## config.mk

```make
export PLATFORM = sky130hd
export DESIGN_NAME = uart_echo_tester
export DESIGN_NICKNAME = d
export VERILOG_FILES = /design/src/rtl/uart_echo_tester_pkg.sv /design/src/rtl/uart_echo_tester_prbs8.sv /design/src/rtl/uart_echo_tester.sv
export SDC_FILE = /design/constraint.sdc
export NUM_CORES = 1
export LEC_CHECK = 0
export ABC_AREA = 0
export ABC_CLOCK_PERIOD_IN_PS = 2500
export CELL_PAD_IN_SITES_DETAIL_PLACEMENT = 1
export CELL_PAD_IN_SITES_GLOBAL_PLACEMENT = 1
export CORE_UTILIZATION = 36
export DETAILED_ROUTE_END_ITERATION = 10
export PLACE_DENSITY = 0.85
export SLEW_MARGIN = 20
export SYNTH_ARGS = -nofsm -noshare
export SYNTH_HDL_FRONTEND = slang
export SYNTH_SLANG_ARGS = --single-unit
```

## constraint.sdc

```tcl
create_clock -name clk -period 2.5 [get_ports clk]
set_input_delay 0.5 -clock clk [delete_from_list [all_inputs] [get_ports clk]]
set_output_delay 0.5 -clock clk [all_outputs]
set_load 0.05 [all_outputs]
```

## src/rtl/uart_echo_tester_pkg.sv

```systemverilog
`default_nettype none
// ============================================================================
// Module   : uart_test_pkg
// Brief    : Shared FSM encoding, LFSR taps and timeout helpers for the echo tester.
// Revision : 1.0
// ============================================================================
package uart_test_pkg;

    localparam logic [2:0] ST_IDLE      = 3'd0;
    localparam logic [2:0] ST_SEND      = 3'd1;
    localparam logic [2:0] ST_WAIT_TX   = 3'd2;
    localparam logic [2:0] ST_WAIT_ECHO = 3'd3;
    localparam logic [2:0] ST_NEXT      = 3'd4;
    localparam logic [2:0] ST_DONE      = 3'd5;

    // Feedback taps at bits 7,5,4,3
    localparam logic [7:0] C_LFSR_TAPS = 8'hB8;

    // Four frame times of 10 bits each
    function automatic int unsigned default_timeout(input longint unsigned clk_hz,
                                                    input longint unsigned baud);
        longint unsigned t;
        t = (64'd40 * clk_hz) / baud;
        return t[31:0];
    endfunction

    function automatic logic [15:0] sat_inc16(input logic [15:0] v);
        return (v == 16'hFFFF) ? v : v + 16'd1;
    endfunction

endpackage
`default_nettype wire

```

## src/rtl/uart_echo_tester_prbs8.sv

```systemverilog
`default_nettype none
// ============================================================================
// Module   : prbs8
// Brief    : 8-bit Fibonacci LFSR byte source with synchronous load and advance.
// Revision : 1.0
// ============================================================================
module prbs8
    import uart_test_pkg::*;
#(
    parameter logic [7:0] SEED = 8'h01
) (
    input  logic       clk,
    input  logic       rst,
    input  logic       load_i,
    input  logic       adv_i,
    output logic [7:0] q_o
);

    logic [7:0] lfsr_q;
    logic [7:0] lfsr_d;

    always_comb begin
        lfsr_d = lfsr_q;
        if (load_i) begin
            lfsr_d = SEED;
        end else if (adv_i) begin
            lfsr_d = {lfsr_q[6:0], ^(lfsr_q & C_LFSR_TAPS)};
        end
    end

    always_ff @(posedge clk) begin
        if (rst) begin
            lfsr_q <= SEED;
        end else begin
            lfsr_q <= lfsr_d;
        end
    end

    assign q_o = lfsr_q;

endmodule
`default_nettype wire

```

## src/rtl/uart_echo_tester.sv

```systemverilog
`default_nettype none
// ============================================================================
// Module   : uart_echo_tester
// Brief    : Sends a PRBS byte stream through a UART core and checks each echo.
// Revision : 1.0
// ============================================================================
module uart_echo_tester
    import uart_test_pkg::*;
#(
    parameter int unsigned CLK_FREQ_HZ    = 100_000_000,
    parameter int unsigned BAUD           = 115200,
    parameter int unsigned NUM_BYTES      = 16,
    parameter logic [7:0]  SEED           = 8'h01,
    parameter int unsigned TIMEOUT_CYCLES = default_timeout(CLK_FREQ_HZ, BAUD)
) (
    input  logic        clk,
    input  logic        rst,
    input  logic        start,
    input  logic        abort,
    output logic        tx_start,
    output logic [7:0]  tx_data,
    input  logic        tx_busy,
    input  logic [7:0]  rx_data,
    input  logic        rx_valid,
    input  logic        rx_ferr,
    output logic        busy,
    output logic        done,
    output logic        pass,
    output logic [15:0] err_count,
    output logic [15:0] tx_count,
    output logic        timeout_seen,
    output logic [7:0]  last_exp,
    output logic [7:0]  last_got
);

    localparam int unsigned TW = (TIMEOUT_CYCLES > 1) ? $clog2(TIMEOUT_CYCLES) : 1;
    localparam logic [TW-1:0] C_TMO_LAST = TW'(TIMEOUT_CYCLES - 1);

    logic [2:0]    state_q, state_d;
    logic          tx_start_q, tx_start_d;
    logic [7:0]    tx_data_q, tx_data_d;
    logic          done_q, done_d;
    logic [15:0]   err_q, err_d;
    logic [15:0]   txc_q, txc_d;
    logic          tmo_q, tmo_d;
    logic [7:0]    exp_q, exp_d;
    logic [7:0]    got_q, got_d;
    logic [TW-1:0] timer_q, timer_d;
    logic          seen_busy_q, seen_busy_d;
    logic          pend_q, pend_d;
    logic [7:0]    pend_data_q, pend_data_d;
    logic          pend_ferr_q, pend_ferr_d;

    logic          w_busy;
    logic          w_echo;
    logic [7:0]    w_echo_byte;
    logic          w_echo_ferr;
    logic          w_lfsr_load;
    logic          w_lfsr_adv;
    logic [7:0]    w_lfsr;

    prbs8 #(
        .SEED (SEED)
    ) u_prbs8 (
        .clk    (clk),
        .rst    (rst),
        .load_i (w_lfsr_load),
        .adv_i  (w_lfsr_adv),
        .q_o    (w_lfsr)
    );

    assign w_busy      = (state_q != ST_IDLE) && (state_q != ST_DONE);
    // An echo captured during WAIT_TX takes precedence over a live one
    assign w_echo      = pend_q || rx_valid;
    assign w_echo_byte = pend_q ? pend_data_q : rx_data;
    assign w_echo_ferr = pend_q ? pend_ferr_q : rx_ferr;

    always_comb begin
        state_d     = state_q;
        tx_start_d  = 1'b0;
        tx_data_d   = tx_data_q;
        done_d      = done_q;
        err_d       = err_q;
        txc_d       = txc_q;
        tmo_d       = tmo_q;
        exp_d       = exp_q;
        got_d       = got_q;
        timer_d     = timer_q;
        seen_busy_d = seen_busy_q;
        pend_d      = pend_q;
        pend_data_d = pend_data_q;
        pend_ferr_d = pend_ferr_q;
        w_lfsr_load = 1'b0;
        w_lfsr_adv  = 1'b0;

        if (w_busy && abort) begin
            state_d = ST_DONE;
            done_d  = 1'b1;
            pend_d  = 1'b0;
        end else begin
            case (state_q)
                ST_IDLE, ST_DONE: begin
                    if (start) begin
                        state_d     = ST_SEND;
                        done_d      = 1'b0;
                        err_d       = 16'd0;
                        txc_d       = 16'd0;
                        tmo_d       = 1'b0;
                        pend_d      = 1'b0;
                        w_lfsr_load = 1'b1;
                    end
                end
                ST_SEND: begin
                    if (!tx_busy) begin
                        tx_data_d   = w_lfsr;
                        tx_start_d  = 1'b1;
                        txc_d       = sat_inc16(txc_q);
                        seen_busy_d = 1'b0;
                        state_d     = ST_WAIT_TX;
                    end
                end
                ST_WAIT_TX: begin
                    if (rx_valid) begin
                        pend_d      = 1'b1;
                        pend_data_d = rx_data;
                        pend_ferr_d = rx_ferr;
                    end
                    if (tx_busy) begin
                        seen_busy_d = 1'b1;
                    end else if (seen_busy_q) begin
                        timer_d = '0;
                        state_d = ST_WAIT_ECHO;
                    end
                end
                ST_WAIT_ECHO: begin
                    timer_d = timer_q + 1'b1;
                    if (w_echo) begin
                        exp_d   = tx_data_q;
                        got_d   = w_echo_byte;
                        pend_d  = 1'b0;
                        state_d = ST_NEXT;
                        if (w_echo_ferr || (w_echo_byte != tx_data_q)) begin
                            err_d = sat_inc16(err_q);
                        end
                    end else if (timer_q == C_TMO_LAST) begin
                        err_d   = sat_inc16(err_q);
                        tmo_d   = 1'b1;
                        got_d   = 8'h00;
                        state_d = ST_NEXT;
                    end
                end
                ST_NEXT: begin
                    w_lfsr_adv = 1'b1;
                    if ((NUM_BYTES != 0) && (txc_q == 16'(NUM_BYTES))) begin
                        state_d = ST_DONE;
                        done_d  = 1'b1;
                    end else begin
                        state_d = ST_SEND;
                    end
                end
                default: state_d = ST_IDLE;
            endcase
        end
    end

    always_ff @(posedge clk) begin
        if (rst) begin
            state_q     <= ST_IDLE;
            tx_start_q  <= 1'b0;
            tx_data_q   <= 8'h00;
            done_q      <= 1'b0;
            err_q       <= 16'd0;
            txc_q       <= 16'd0;
            tmo_q       <= 1'b0;
            exp_q       <= 8'h00;
            got_q       <= 8'h00;
            timer_q     <= '0;
            seen_busy_q <= 1'b0;
            pend_q      <= 1'b0;
            pend_data_q <= 8'h00;
            pend_ferr_q <= 1'b0;
        end else begin
            state_q     <= state_d;
            tx_start_q  <= tx_start_d;
            tx_data_q   <= tx_data_d;
            done_q      <= done_d;
            err_q       <= err_d;
            txc_q       <= txc_d;
            tmo_q       <= tmo_d;
            exp_q       <= exp_d;
            got_q       <= got_d;
            timer_q     <= timer_d;
            seen_busy_q <= seen_busy_d;
            pend_q      <= pend_d;
            pend_data_q <= pend_data_d;
            pend_ferr_q <= pend_ferr_d;
        end
    end

    assign tx_start     = tx_start_q;
    assign tx_data      = tx_data_q;
    assign busy         = w_busy;
    assign done         = done_q;
    assign pass         = done_q && (err_q == 16'd0) && (txc_q != 16'd0);
    assign err_count    = err_q;
    assign tx_count     = txc_q;
    assign timeout_seen = tmo_q;
    assign last_exp     = exp_q;
    assign last_got     = got_q;

endmodule
`default_nettype wire

```

==> results.md, run 1 <==
* Status: finished, final reports clean
* Hold slack at 0.455 ns
* Complex-gate fraction of the synthesized area at 15.3%
* Peak per-stage delay on the critical path at 0.53 ns
* N_diodes at 0
* Final std cells w/o fill at 855
* # IOs at 76
* DIE AREA at 13700 µm²
* Final Hold Fails at 0
* Mux cell area share after synthesis at 3.65%
* Max Cap Viol at 0
* Most frequent cells in the layout: 93 x dfxtp_1, 72 x clkdlybuf4s50_1, 62 x nor2_1, 62 x nand2_1, 58 x a21oi_1
* EDFF count, synth at 0
* Worst Path Required at 2.79 ns
* Seq/Total Area, Yosys at 40.7%
* Gate power share at 32.1%
* Critical path, cell by cell: inv_1, ha_2, nor4b_4, nand4_1, and2_4, or3_4, buf_12, or4_4, a21oi_2
* Total iterations of the first detailed-routing run at 4
* Leakage at 0.00227 µW
* Dpl cells at 836
* Worst Path Arrival at 2.71 ns
* Worst-path maximum fanout at 13
* Final Cycle Share at 96.9%
* Mapped Nets at 595
* Slew Limit Fails at 0
* Syn avg cell area at 8.31 µm²
* Setup TNS at 0 ns
* Clock power frac at 30.3%
* Filler cells at 1498
* Die Y at 117 µm
* Cts hold-fix bufs at 0
* Adder-Cell Fraction of Synth Area at 1.57%
* Row cnt at 41
* Clk_skew at 0.0111 ns
* Pin count of the biggest net entering global routing at 37
* Worst-case clock buffer depth at 2
* Clock-pin slew on the worst setup and hold paths at 0.07 ns
* First-pass GRT wire length at 23700 µm
* Register area at 1950 µm²
* Area of the multi-input gates at 2680 µm²
* Fin crit period at 2.42 ns
* Slew Limit Headroom at 54.4%
* Post-placement setup slack at -0.460 ns
* # port buffers at 75
* Asr flop ratio synth at 0%
* Slew @ Worst Pin at 0.682 ns
* Maximum vdd ir drop at 315 µV
* Initial antenna violation count at 0
* Nets at 699
* Total Routing Usage GR at 22.4%
* Final WS setup at 0.0763 ns
* Commonest non-fill, non-tap cell in the layout: dfxtp_1
* CTS Buf Count at 9
* Final wirelength at 14900 µm
* Mapped cell area at 4770 µm²
* CTS tree: yes
* Post-Synth XOR/XNOR Area at 6.43%
* DR WL/cell at 17.4 µm
* Antenna-violating nets left at 0
* Total number of vias at 4738
* Core area at 12800 µm²
* Final RePlAce weighted congestion at 0.897
* Pwr dens at 702 nW/µm²
* Final setup violating endpoints at 0
* Post-Synthesis Cells at 574
* Yosys cell types at 54
* HP Class: register to register
* Via/cell ratio at 5.54
* Achievable Freq at 0.413 GHz
* HPWL after detailed placement at 10800 µm
* Largest family of logic cells by synthesized area: simple AND/OR/NAND/NOR gates
* Main flop type after synthesis: dfxtp_1
* Vias in the first global route at 4840
* Clock latency at the later pin of the worst-skew pair at 0.36 ns
* Initial Util at 37.3%
* Clock sink count at 97
* Synth Register Bits at 97
* Int Power at 2950 µW
* Crit path max-delay cell type: or4_4
* Crit. End Element: register
* Die X at 117 µm
* Critical setup path kind: register to register
* Register share of total power at 37.6%
* Total power at 4490 µW
* Sw Share at 34.3%
* DRC at 0
* H-tree Lvls at 3
* Fraction of layout cells with a size suffix above 1 at 13.8%
* Area Overhead vs Synth at 34.2%
* Clk root buf: clkbuf_16
* Synth Area in Simple Gates at 28.0%
* Total grt overflow at 0
* Synth warnings at 0
* Worst setup SP type: register
* NetSw at 1540 µW
* 1st-iter DRT viols at 310
## area by class of cell
class	instances	area share, %
repair buffers	124	19.0
clock buffers	11	3.95
inverters	14	0.821
flip-flops and latches	97	30.4
multi-input cells	432	41.9
well taps	172	3.36
clock inverters	5	0.586
## cell usage after synthesis (4+ instances only)
cell type  number  share of area, %
dfxtp_1        97                41
nand2_1        62               4.9
nor2_1         62               4.9
a21oi_1        61               6.4
nand3_1        26               2.7
xnor2_1        20               3.7
clkbuf_1       19               1.5
xor2_1         15               2.8
inv_1          14               1.1
mux2i_1        14               2.9
o21ai_0        14               1.5
and4_1         13               2.4
nand4_1        13               1.7
or4_1          12               1.9
and3_1         11               1.4
o31ai_1        11               1.7
or3_1          11               1.4
nor3_1         10               1.0
nor4_1          7              0.92
ha_1            6               1.6
nor2b_1         6              0.79
and2_1          5              0.66
buf_2           4              0.42
nand2b_1        4              0.52
o211ai_1        4              0.63
## layer usage
layer | up-vias | track usage, % | wire length, µm
met5 | - | 0 | 0
met1 | 2345 | 26.8 | 6410
met3 | 22 | 2.94 | 488
met2 | 98 | 40.4 | 7670
li1 | 2273 | - | -
met4 | 0 | 9.45 | 325
## sequential cells by signal, summed over array words and instances (netlist names)
name,cells
timer_q,16
seen_busy_q,1
pend_ferr_q,1
timeout_seen,1
tx_count,16
done,1
pend_data_q,8
u_prbs8.q_o,8
state_q,3
pend_q,1
tx_start,1
tx_data,8
last_got,8
last_exp,8
err_count,16
## repair_timing
| action | CTS | global route |
|---|---|---|
| cloned | 0 | 1 |
| pin swaps | 2 | 3 |
| endpoints found under the setup margin | 13 | 16 |
| setup buffers | 0 | 2 |
| resized for setup | 6 | 12 |
## kinds of logic (layout without fill, tap and decap cells)
group / after synthesis / in the layout
compound gates: 119 / 119
xor+xnor: 35 / 35
fa+ha+maj: 6 / 6
buf+inv: 45 / 154
flops: 97 / 97
mux: 17 / 17
simple gates: 255 / 255
## path summary, 6_finish.rpt
| check | start | end | slack [ns] | cells past startpoint |
|---|---|---|---|---|
| worst max-delay path | timer_q[1] | err_count[10] | 0.08 | 9 |
| worst min-delay path | timeout_seen | timeout_seen | 0.46 | 2 |
| worst max register to register | timer_q[1] | err_count[10] | 0.08 | 9 |
| worst min register to register | timeout_seen | timeout_seen | 0.46 | 2 |
## critical path: cells and delay by family (launching register included)
family / cells / cell delay (ns)
simple gates: 5 / 1.46
flops: 1 / 0.34
buf+inv: 2 / 0.22
fa+ha+maj: 1 / 0.17
compound gates: 1 / 0.16
## metrics by stage
stage	util, %	area (µm²)
floorplan	-	4780
global placement	47.0	6010
detailed placement	47.0	6010
CTS	49.5	6320
global route	50.1	6400
finish	50.1	6400
## power by group through the flow
| stage | logic [µW] | clock network, µW | registers [µW] |
|---|---|---|---|
| after floorplan | 726 | 0 | 1780 |
| after global placement | 1270 | 0 | 1720 |
| after detailed placement | 1330 | 0 | 1720 |
| after CTS | 1360 | 1390 | 1690 |
| after global routing | 1540 | 1440 | 1700 |
| final | 1440 | 1360 | 1690 |
(Power assumes the default switching activity.)
==> run 2: changes to the inputs <==
--- a/config.mk
+++ b/config.mk
@@ -12,6 +12,7 @@
 export CORE_UTILIZATION = 36
 export DETAILED_ROUTE_END_ITERATION = 10
 export PLACE_DENSITY = 0.85
+export REMOVE_ABC_BUFFERS = 1
 export SLEW_MARGIN = 20
 export SYNTH_ARGS = -nofsm -noshare
 export SYNTH_HDL_FRONTEND = slang
==> run 2 against run 1 <==
Compared with the run above: non-clock buffer count increased by 6; sequential power about the same; design area decreased by 0.33%; count of clock-buffer cells in the layout decreased by 2.
==> results.md, run 2 (synthesized netlist as in run 1, its figures left out) <==
* Status: finished, final reports clean
* Max Cap Viol at 0 (unchanged)
* Setup TNS at 0 ns (unchanged)
* Int Power at 2890 µW (-2.1%)
* Final setup violating endpoints at 0 (unchanged)
* First-pass GRT wire length at 23600 µm (-0.67%)
* Fraction of layout cells with a size suffix above 1 at 13.9% (+0.17 points)
* Sw Share at 35.7% (+1.4 points)
* Via/cell ratio at 5.58 (+0.69%)
* Clock-pin slew on the worst setup and hold paths at 0.08 ns (about the same)
* Worst-case clock buffer depth at 2 (unchanged)
* CTS Buf Count at 9 (unchanged)
* Initial Util at 37.3% (unchanged)
* Die X at 117 µm (unchanged)
* Worst Path Required at 2.79 ns (about the same)
* RSZ-0062 raised after global routing: true
* N_diodes at 0 (unchanged)
* Row cnt at 41 (unchanged)
* # port buffers at 75 (unchanged)
* DIE AREA at 13700 µm² (unchanged)
* Clk_skew at 0.00969 ns (-0.00138 ns)
* H-tree Lvls at 3 (unchanged)
* Area of the multi-input gates at 2650 µm² (-0.98%)
* HP Class: register to register
* NetSw at 1600 µW (+4.0%)
* Register share of total power at 37.4% (-0.2 points)
* Final wirelength at 15400 µm (+3.4%)
* Total power at 4490 µW (about the same)
* DR WL/cell at 17.9 µm (+2.7%)
* Slew Limit Fails at 0 (unchanged)
* # IOs at 76 (unchanged)
* Clock power frac at 30.7% (+0.4 points)
* Final Cycle Share at 98.0% (+1.1 points)
* Total grt overflow at 0 (unchanged)
* Filler cells at 1501 (+0.20%)
* HPWL after detailed placement at 10800 µm (-0.85%)
* Leakage at 0.00229 µW (+0.55%)
* Critical setup path kind: register to register
* Pin count of the biggest net entering global routing at 36 (-2.7%)
* Crit. End Element: register
* Worst setup SP type: register
* Total Routing Usage GR at 22.3% (-0.14 points)
* 1st-iter DRT viols at 298 (-3.9%)
* Die Y at 117 µm (unchanged)
* Most frequent cells in the layout: 94 x dfxtp_1, 72 x clkdlybuf4s50_1, 62 x nor2_1, 62 x nand2_1, 58 x a21oi_1
* Final Hold Fails at 0 (unchanged)
* Slew Limit Headroom at 65.0% (+11 points)
* Vias in the first global route at 4806 (-0.70%)
* Clock sink count at 97 (unchanged)
* Achievable Freq at 0.408 GHz (-1.1%)
* Antenna-violating nets left at 0 (unchanged)
* Area Overhead vs Synth at 33.8%
* Clock latency at the later pin of the worst-skew pair at 0.37 ns (about the same)
* Total iterations of the first detailed-routing run at 4 (unchanged)
* Fin crit period at 2.45 ns (+0.0271 ns)
* Register area at 1950 µm² (about the same)
* Slew @ Worst Pin at 0.524 ns (-0.158 ns)
* Gate power share at 31.9% (-0.2 points)
* Core area at 12800 µm² (unchanged)
* Worst-path maximum fanout at 11 (-2)
* Final RePlAce weighted congestion at 0.820 (-8.6%)
* Total number of vias at 4804 (+1.4%)
* Pwr dens at 704 nW/µm² (+0.33%)
* Worst Path Arrival at 2.74 ns (+0.03 ns)
* Clk root buf: clkbuf_16
* Nets at 705 (+0.86%)
* Initial antenna violation count at 0 (unchanged)
* Maximum vdd ir drop at 437 µV (+39%)
* DRC at 0 (unchanged)
* CTS tree: yes
* Commonest non-fill, non-tap cell in the layout: dfxtp_1
-- run 2: changes by cell type in the layout (fill, tap and decap cells not counted), moves of 2 or more --
| cell | previous run | this run |
|---|---|---|
| clkbuf_8 | 2 | 0 |
| ha_2 | 2 | 0 |
| ha_1 | 4 | 6 |
| nor4b_4 | 2 | 0 |
| inv_6 | 1 | 4 |
| nor4b_2 | 0 | 2 |
| buf_12 | 7 | 4 |
| clkinvlp_4 | 2 | 0 |
| buf_4 | 43 | 51 |
-- run 2: power by group through the flow --
stage,clock network [µW],logic (µW),registers (µW)
floorplan,0,567,1850
global placement,0,1270,1700
detailed placement,0,1330,1710
CTS,1410,1350,1670
global route,1470,1540,1690
finish,1380,1430,1680
-- run 2: worst max-delay path, stage by stage (launching register included) --
cell,delay [ns]
dfxtp_2,0.34
inv_1,0.05
ha_1,0.13
nor4b_2,0.17
nand4_1,0.21
and2_4,0.21
or3_4,0.42
buf_8,0.16
or4_1,0.52
a21oi_1,0.16
-- run 2: layout make-up --
type,count,share of cell area (%)
well taps,172,3.37
clock buffers,9,3.53
multi-input cells,432,41.6
inverters,14,0.824
clock inverters,7,0.882
flip-flops and latches,97,30.5
repair buffers,130,19.3
-- run 2: what timing repair did --
action / 4_1_cts / 5_1_grt
cloned: 0 / 1
endpoints found under the setup margin: 12 / 13
buffers inserted: 0 / 1
hold buffers: 0 / 0
pin swaps: 0 / 3
resized for setup: 4 / 9
-- run 2: routing by layer --
layer / GRT usage (%) / up-vias / wire (µm)
met3: 2.99 / 29 / 579
met2: 40.0 / 104 / 7870
met4: 10.8 / 0 / 375
met1: 26.2 / 2387 / 6580
met5: 0 / - / 0
li1: - / 2284 / -
-- run 2: per-stage QoR --
step	utilization, %	hold slack, ns	instance area (µm²)	std cells	setup slack (ns)
2_1_floorplan	-	0.445	4620	543	-0.237
3_3_place_gp	47.2	0.446	6030	843	-0.359
3_5_place_dp	47.2	0.449	6030	843	-0.452
4_1_cts	49.5	0.472	6320	859	0.0291
5_1_grt	50.0	0.494	6380	861	-0.0330
6_report	50.0	0.466	6380	861	0.0492
-- run 2: worst paths after layout --
check                            startpoint       endpoint  slack, ns  cells after the start
worst min register to register  last_exp[3]    last_exp[3]       0.47                      2
worst min-delay path            last_exp[3]    last_exp[3]       0.47                      2
worst max register to register   timer_q[1]  err_count[12]       0.05                      9
worst max-delay path             timer_q[1]  err_count[12]       0.05                      9
